### src/rtl/cpu_sequencer_pkg.sv
// seq_pkg: shared encodings and decode helper for the cpu issue sequencer.
// Instruction word is {kind[15:14], sub[13], rsvd[12:10], rA[9:5], rB[4:0]}.
package seq_pkg;

  typedef enum logic [1:0] {
    KIND_STORE = 2'b00,
    KIND_ALU   = 2'b01,
    KIND_READ  = 2'b10,
    KIND_NOP   = 2'b11
  } kind_e;

  localparam logic [1:0] OP_ADD  = 2'b00;
  localparam logic [1:0] OP_SUB  = 2'b01;
  localparam logic [1:0] OUT_REG = 2'b00;
  localparam logic [1:0] OUT_ALU = 2'b01;

  typedef enum logic {
    S_IDLE  = 1'b0,
    S_ISSUE = 1'b1
  } state_e;

  localparam int KIND_HI = 15;
  localparam int KIND_LO = 14;
  localparam int SUB_BIT = 13;
  localparam int RA_HI   = 9;
  localparam int RA_LO   = 5;
  localparam int RB_HI   = 4;
  localparam int RB_LO   = 0;
  localparam int ENTRY_W = 48;

  typedef struct packed {
    logic [4:0]  addr_a;
    logic [4:0]  addr_b;
    logic [31:0] data;
    logic [1:0]  opsel;
    logic [1:0]  outsel;
    logic        asel;
    logic        bsel;
    logic        oen;
  } ctrl_t;

  localparam ctrl_t CTRL_IDLE = '0;

  function automatic ctrl_t decode(
    input kind_e       kind,
    input logic        sub,
    input logic [4:0]  ra,
    input logic [4:0]  rb,
    input logic [31:0] imm
  );
    ctrl_t c;
    c = CTRL_IDLE;
    unique case (1'b1)
      kind == KIND_STORE: begin
        c.addr_b = rb;
        c.data   = imm;
        c.opsel  = OP_SUB;
        c.outsel = OUT_REG;
        c.oen    = 1'b1;
      end
      kind == KIND_ALU: begin
        c.addr_a = ra;
        c.addr_b = rb;
        c.opsel  = {1'b0, sub};
        c.outsel = OUT_ALU;
        c.asel   = 1'b1;
        c.bsel   = 1'b1;
        c.oen    = 1'b1;
      end
      kind == KIND_READ: begin
        c.addr_a = ra;
        c.addr_b = ra;
        c.opsel  = OP_SUB;
        c.outsel = OUT_REG;
        c.asel   = 1'b1;
        c.oen    = 1'b1;
      end
      default: c = CTRL_IDLE;
    endcase
    return c;
  endfunction

endpackage

### src/rtl/cpu_sequencer_if.sv
// cpu_sequencer_if: valid/ready instruction handshake into the sequencer.
// Master offers {instr, imm}; slave returns ready while its buffer has room.
interface cpu_sequencer_if;
  logic        in_valid;
  logic        in_ready;
  logic [15:0] in_instr;
  logic [31:0] in_imm;

  modport master (
    output in_valid,
    output in_instr,
    output in_imm,
    input  in_ready
  );

  modport slave (
    input  in_valid,
    input  in_instr,
    input  in_imm,
    output in_ready
  );
endinterface

### src/rtl/cpu_sequencer_fifo.sv
// seq_fifo: synchronous FIFO with occupancy counter and full/empty flags.
// Head entry is visible combinationally; push is dropped when full.
module seq_fifo #(
  parameter int DEPTH = 4,
  parameter int WIDTH = 48
) (
  input  logic             clk,
  input  logic             rst_n,
  input  logic             i_push,
  input  logic             i_pop,
  input  logic [WIDTH-1:0] i_data,
  output logic [WIDTH-1:0] o_data,
  output logic             o_full,
  output logic             o_empty
);
  localparam int AW = $clog2(DEPTH);

  logic [WIDTH-1:0] r_mem [DEPTH];
  logic [AW-1:0]    r_wr;
  logic [AW-1:0]    r_rd;
  logic [AW:0]      r_cnt;
  logic             w_push;
  logic             w_pop;

  assign o_full  = (r_cnt == (AW+1)'(DEPTH));
  assign o_empty = (r_cnt == '0);
  assign w_push  = i_push && !o_full;
  assign w_pop   = i_pop && !o_empty;
  assign o_data  = r_mem[r_rd];

  always_ff @(posedge clk) begin
    if (w_push) r_mem[r_wr] <= i_data;
  end

  always_ff @(posedge clk or negedge rst_n) begin
    if (!rst_n) begin
      r_wr  <= '0;
      r_rd  <= '0;
      r_cnt <= '0;
    end else begin
      if (w_push) r_wr <= r_wr + 1'b1;
      if (w_pop)  r_rd <= r_rd + 1'b1;
      if (w_push && !w_pop)      r_cnt <= r_cnt + 1'b1;
      else if (w_pop && !w_push) r_cnt <= r_cnt - 1'b1;
    end
  end
endmodule

### src/rtl/cpu_sequencer.sv
// cpu_sequencer: buffers instructions, drives cpu controls for fixed windows,
// and returns the cpu result sampled at the end of ALU/READ windows.
module cpu_sequencer
  import seq_pkg::*;
#(
  parameter int HOLD_CYCLES = 2,
  parameter int FIFO_DEPTH  = 4
) (
  input  logic              clk,
  input  logic              rst_n,
  cpu_sequencer_if.slave    in_bus,
  output logic [4:0]        addressA,
  output logic [4:0]        addressB,
  output logic [31:0]       dataIn,
  output logic [1:0]        opsel,
  output logic [1:0]        outsel,
  output logic              asel,
  output logic              bsel,
  output logic              oen,
  input  logic [31:0]       cpu_out,
  input  logic              cpu_over,
  output logic              res_valid,
  output logic [31:0]       res_data,
  output logic              res_over,
  output logic              busy
);
  localparam int CW = (HOLD_CYCLES > 1) ? $clog2(HOLD_CYCLES) : 1;

  logic [ENTRY_W-1:0] w_entry;
  logic [15:0]        w_instr;
  logic [31:0]        w_imm;
  logic               w_full;
  logic               w_empty;
  logic               w_pop;
  logic               w_win_end;
  logic               w_unused;
  kind_e              w_kind;
  ctrl_t              w_next;

  state_e             r_state;
  ctrl_t              r_ctrl;
  kind_e              r_kind;
  logic [CW-1:0]      r_cnt;
  logic               r_res_valid;
  logic [31:0]        r_res_data;
  logic               r_res_over;

  seq_fifo #(
    .DEPTH (FIFO_DEPTH),
    .WIDTH (ENTRY_W)
  ) u_fifo (
    .clk     (clk),
    .rst_n   (rst_n),
    .i_push  (in_bus.in_valid),
    .i_pop   (w_pop),
    .i_data  ({in_bus.in_instr, in_bus.in_imm}),
    .o_data  (w_entry),
    .o_full  (w_full),
    .o_empty (w_empty)
  );

  assign in_bus.in_ready = !w_full;
  assign w_instr   = w_entry[47:32];
  assign w_imm     = w_entry[31:0];
  assign w_unused  = ^w_instr[12:10];
  assign w_kind    = kind_e'(w_instr[KIND_HI:KIND_LO]);
  assign w_next    = decode(w_kind, w_instr[SUB_BIT],
                            w_instr[RA_HI:RA_LO],
                            w_instr[RB_HI:RB_LO], w_imm);
  assign w_win_end = (r_state == S_ISSUE) && (r_cnt == '0);
  assign w_pop     = !w_empty && ((r_state == S_IDLE) || w_win_end);

  always_ff @(posedge clk or negedge rst_n) begin
    if (!rst_n) begin
      r_state     <= S_IDLE;
      r_ctrl      <= CTRL_IDLE;
      r_kind      <= KIND_NOP;
      r_cnt       <= '0;
      r_res_valid <= 1'b0;
      r_res_data  <= '0;
      r_res_over  <= 1'b0;
    end else begin
      r_res_valid <= 1'b0;
      if (w_win_end && (r_kind == KIND_ALU || r_kind == KIND_READ)) begin
        r_res_valid <= 1'b1;
        r_res_data  <= cpu_out;
        r_res_over  <= cpu_over;
      end
      // a pop in either state starts a fresh window with the new decode
      if (w_pop) begin
        r_state <= S_ISSUE;
        r_ctrl  <= w_next;
        r_kind  <= w_kind;
        r_cnt   <= CW'(HOLD_CYCLES - 1);
      end else if (r_state == S_ISSUE) begin
        if (r_cnt != '0) begin
          r_cnt <= r_cnt - 1'b1;
        end else begin
          r_state <= S_IDLE;
          r_ctrl  <= CTRL_IDLE;
          r_kind  <= KIND_NOP;
        end
      end
    end
  end

  assign addressA  = r_ctrl.addr_a;
  assign addressB  = r_ctrl.addr_b;
  assign dataIn    = r_ctrl.data;
  assign opsel     = r_ctrl.opsel;
  assign outsel    = r_ctrl.outsel;
  assign asel      = r_ctrl.asel;
  assign bsel      = r_ctrl.bsel;
  assign oen       = r_ctrl.oen;
  assign res_valid = r_res_valid;
  assign res_data  = r_res_data;
  assign res_over  = r_res_over;
  assign busy      = (r_state == S_ISSUE) || !w_empty;
endmodule

### src/flat_wrapper.sv
// flat-port wrapper written by rule: the top's interface ports become plain ports
module cpu_sequencer_flat import seq_pkg::*;
#(
  parameter int HOLD_CYCLES = 2,
  parameter int FIFO_DEPTH  = 4
)
  (clk, rst_n, addressA, addressB, dataIn, opsel, outsel, asel, bsel, oen, cpu_out, cpu_over, res_valid, res_data, res_over, busy, in_bus_in_valid, in_bus_in_instr, in_bus_in_imm, in_bus_in_ready);
  cpu_sequencer_if in_bus_i ();
  input  logic clk;
  input  logic rst_n;
  output logic [4:0] addressA;
  output logic [4:0] addressB;
  output logic [31:0] dataIn;
  output logic [1:0] opsel;
  output logic [1:0] outsel;
  output logic asel;
  output logic bsel;
  output logic oen;
  input  logic [31:0] cpu_out;
  input  logic cpu_over;
  output logic res_valid;
  output logic [31:0] res_data;
  output logic res_over;
  output logic busy;
  input wire logic [$bits(in_bus_i.in_valid)-1:0] in_bus_in_valid;
  input wire logic [$bits(in_bus_i.in_instr)-1:0] in_bus_in_instr;
  input wire logic [$bits(in_bus_i.in_imm)-1:0] in_bus_in_imm;
  output wire logic [$bits(in_bus_i.in_ready)-1:0] in_bus_in_ready;
  assign in_bus_i.in_valid = in_bus_in_valid;
  assign in_bus_i.in_instr = in_bus_in_instr;
  assign in_bus_i.in_imm = in_bus_in_imm;
  assign in_bus_in_ready = in_bus_i.in_ready;
  cpu_sequencer #(.HOLD_CYCLES(HOLD_CYCLES), .FIFO_DEPTH(FIFO_DEPTH)) u_core (.clk(clk), .rst_n(rst_n), .in_bus(in_bus_i), .addressA(addressA), .addressB(addressB), .dataIn(dataIn), .opsel(opsel), .outsel(outsel), .asel(asel), .bsel(bsel), .oen(oen), .cpu_out(cpu_out), .cpu_over(cpu_over), .res_valid(res_valid), .res_data(res_data), .res_over(res_over), .busy(busy));
endmodule
### config.mk
export PLATFORM = sky130hd
export DESIGN_NAME = cpu_sequencer_flat
export DESIGN_NICKNAME = d
export VERILOG_FILES = /design/src/rtl/cpu_sequencer_pkg.sv /design/src/rtl/cpu_sequencer_if.sv /design/src/rtl/cpu_sequencer_fifo.sv /design/src/rtl/cpu_sequencer.sv /design/src/flat_wrapper.sv
export SDC_FILE = /design/constraint.sdc
export NUM_CORES = 1
export LEC_CHECK = 0
export ABC_AREA = 1
export CORE_UTILIZATION = 57
export CTS_BUF_LIST = sky130_fd_sc_hd__clkbuf_4
export CTS_CLUSTER_SIZE = 8
export DETAILED_ROUTE_END_ITERATION = 16
export PLACE_DENSITY = 0.85
export SYNTH_ARGS = -nofsm -noshare
export SYNTH_HDL_FRONTEND = slang
export SYNTH_HIERARCHICAL = 1
export SYNTH_SLANG_ARGS = --single-unit
### constraint.sdc
create_clock -name clk -period 3.7 [get_ports clk]
set_clock_uncertainty 0.05 [all_clocks]
set_input_delay 0.74 -clock clk [delete_from_list [all_inputs] [get_ports clk]]
set_output_delay 0.74 -clock clk [all_outputs]
set_load 0.05 [all_outputs]
==> qor.txt <==
antenna violations before repair -> 5
Post-Synthesis Cell Area -> 0.0118 sq mm
CTS Hold Buffers Added -> 0
Worst Hold Slack -> 0.212 ns
Min-Delay Path Class -> in -> async
DR pass1 iterations -> 5
core utilization of the finished layout -> 71.0%
largest net degree at the start of global routing -> 135
area occupied by multi-input gates -> 0.00324 sq mm
setup_tns -> 0 ns
CTS tree -> done
areal power density over the cells -> 943 mW/mm^2
Layout fillers -> 1,400
placed cell areas -> 0.0135 sq mm
max frequency -> 328 MHz
Iteration-0 DRC Markers -> 395
port buffer count -> 163
Vert. Die Dim -> 146 um
number of nets at the end of the flow -> 1,268
later-pin clock latency in the skew report -> 0.66 ns
DP Wirelength -> 15.2 mm
outcome -> completed
CP Max Fanout -> 4
Total Power -> 13.6 mW
slowest cell on the critical path -> clkdlybuf4s50_1
Hold Fails Final Rpt -> 0
Resized Gates After CTS -> 0
Avg Cell Area, Syn -> 12.0 sq um
transition time at the pin with the least slew margin -> 1.21 ns
number of primary I/O pins -> 169
total global routing track utilization -> 24.2%
row count -> 52
die area -> 0.0213 sq mm
r2r worst-path depth -> 12
WL final -> 24.9 mm
shortest clock period the worst path allows after layout -> 3.05 ns
gate count of the mapped netlist -> 987
weighted congestion at the end of routability-driven global placement -> 0.828
routed length per instance -> 16.6 um
number of nets still failing antenna checks after routing -> 0
Post-route DRC -> 0
part of the cycle the worst path needs -> 82.5%
Seq. cell area -> 0.00769 sq mm
leakage power summed over all cells -> 6.14 nW
max-slew headroom at the worst pin -> 18.8%
Crit path arrival time -> 2.26 ns
die outline width -> 146 um
category of the most critical setup path -> reg -> out
Critical Path Max Stage Delay -> 0.82 ns
cell at the root of the clock tree -> clkbuf_4
CTS Sinks -> 271
overall via count from detail_route -> 7,924
count of pins over their slew limit -> 0
Data required, critical path -> 2.91 ns
area overhead of the layout relative to synthesis -> 22.1%
worst-path cell chain -> inv_2, nand3_1, inv_1, nand2_2, clkdlybuf4s50_1
post-CTS setup buffers -> 0
buffers from clock root to sink, at most -> 3
Clock H-tree levels -> 3
TritonCTS buffer count -> 67
total number of yosys warnings -> 6
final instance area -> 0.0144 sq mm
placeable core region -> 0.0203 sq mm
total overflow reported by the global router -> 0
clock-pin slew of the registers on the worst-case setup and hold paths -> 0.06 ns
Crit. End Element -> output pin
vias per cell -> 5.28
RSZ-0062 raised after global routing -> no
starting density of the core -> 58.2%
share of post-route cells with drive strength above 1 -> 22.7%
first-pass GRT wire length -> 40.4 mm
Max Cap Viol -> 0
Peak VDD IR -> 0.608 mV
endpoints failing setup -> 0
startpoint kind of the worst setup timing path -> flip-flop
via count of the first global-routing pass -> 8,106
-- power by group --
group / total, mW / leakage [nW] / switching (mW) / internal, mW
registers: 4.58 / 2.81 / 0.408 / 4.18
clock network: 2.56 / 0.528 / 1.15 / 1.41
logic: 6.44 / 2.80 / 4.51 / 1.94
-- layout by cell type, fill, tap and decap left out, drive strengths merged, types with 15 or more instances in the layout --
| cell | count |
|---|---|
| nand4 | 34 |
| nand2 | 343 |
| clkbuf | 102 |
| o21ai | 40 |
| inv | 119 |
| clkdlybuf4s50 | 162 |
| dfrtp | 89 |
| buf | 15 |
| clkinv | 15 |
| edfxtp | 180 |
| o211ai | 90 |
-- state kept, by name (all words and copies together) (netlist names) --
name	count
u_core/addressB	5
u_core/oen	1
u_core/asel	1
u_core/r_kind	2
u_core/r_cnt	1
u_core/addressA	5
u_core/outsel	1
u_core/opsel	1
u_core/res_data	32
u_core/u_fifo/r_wr	2
u_core/u_fifo/r_cnt	3
u_core/u_fifo/r_mem	180
u_core/r_state	1
u_core/res_over	1
u_core/u_fifo/r_rd	2
u_core/dataIn	32
u_core/res_valid	1
-- final timing paths --
kind                                             start                   to  slack (ns)
worst max-delay path            u_core/u_fifo/r_cnt[0]                 busy        0.65
max in group asynchronous                        rst_n    u_core/dataIn[18]        2.53
worst max register to register   u_core/u_fifo/r_rd[1]   u_core/addressB[1]        1.23
worst min-delay path                             rst_n  u_core/res_data[10]        0.21
worst min register to register     u_core/res_data[14]  u_core/res_data[14]        0.42
min in group clk                   u_core/res_data[14]  u_core/res_data[14]        0.42
-- critical path, delay by kind of cell, from the launching register on --
family                 cells  cell delay (ns)
and+or+nand+nor            2             0.20
DFF                        1             0.43
buffers and inverters      3             0.98
-- metrics by stage --
stage	setup WS, ns	cells
floorplan	0.426	988
global placement	0.884	1375
detailed placement	0.877	1375
CTS	0.589	1497
global route	0.494	1500
finish	0.649	1501
-- layer usage --
metal / global-route usage (%) / wire length (um) / vias up
li1: - / - / 3731
met1: 29.2 / 10100 / 3838
met2: 40.8 / 12300 / 301
met3: 7.24 / 1840 / 52
met4: 9.68 / 598 / 2
met5: 0 / 14 / -
-- area by class of cell --
class                           instances  share of cell area, %
Antenna cell                            4                 0.0694
Clock buffer                          102                   5.31
Clock inverter                         20                  0.972
Inverter                              118                   3.14
Multi-Input combinational cell        539                   22.5
Sequential cell                       271                   53.3
Tap cell                              270                   2.34
Timing Repair Buffer                  177                   12.4
Power figures use the tool's default switching activity.
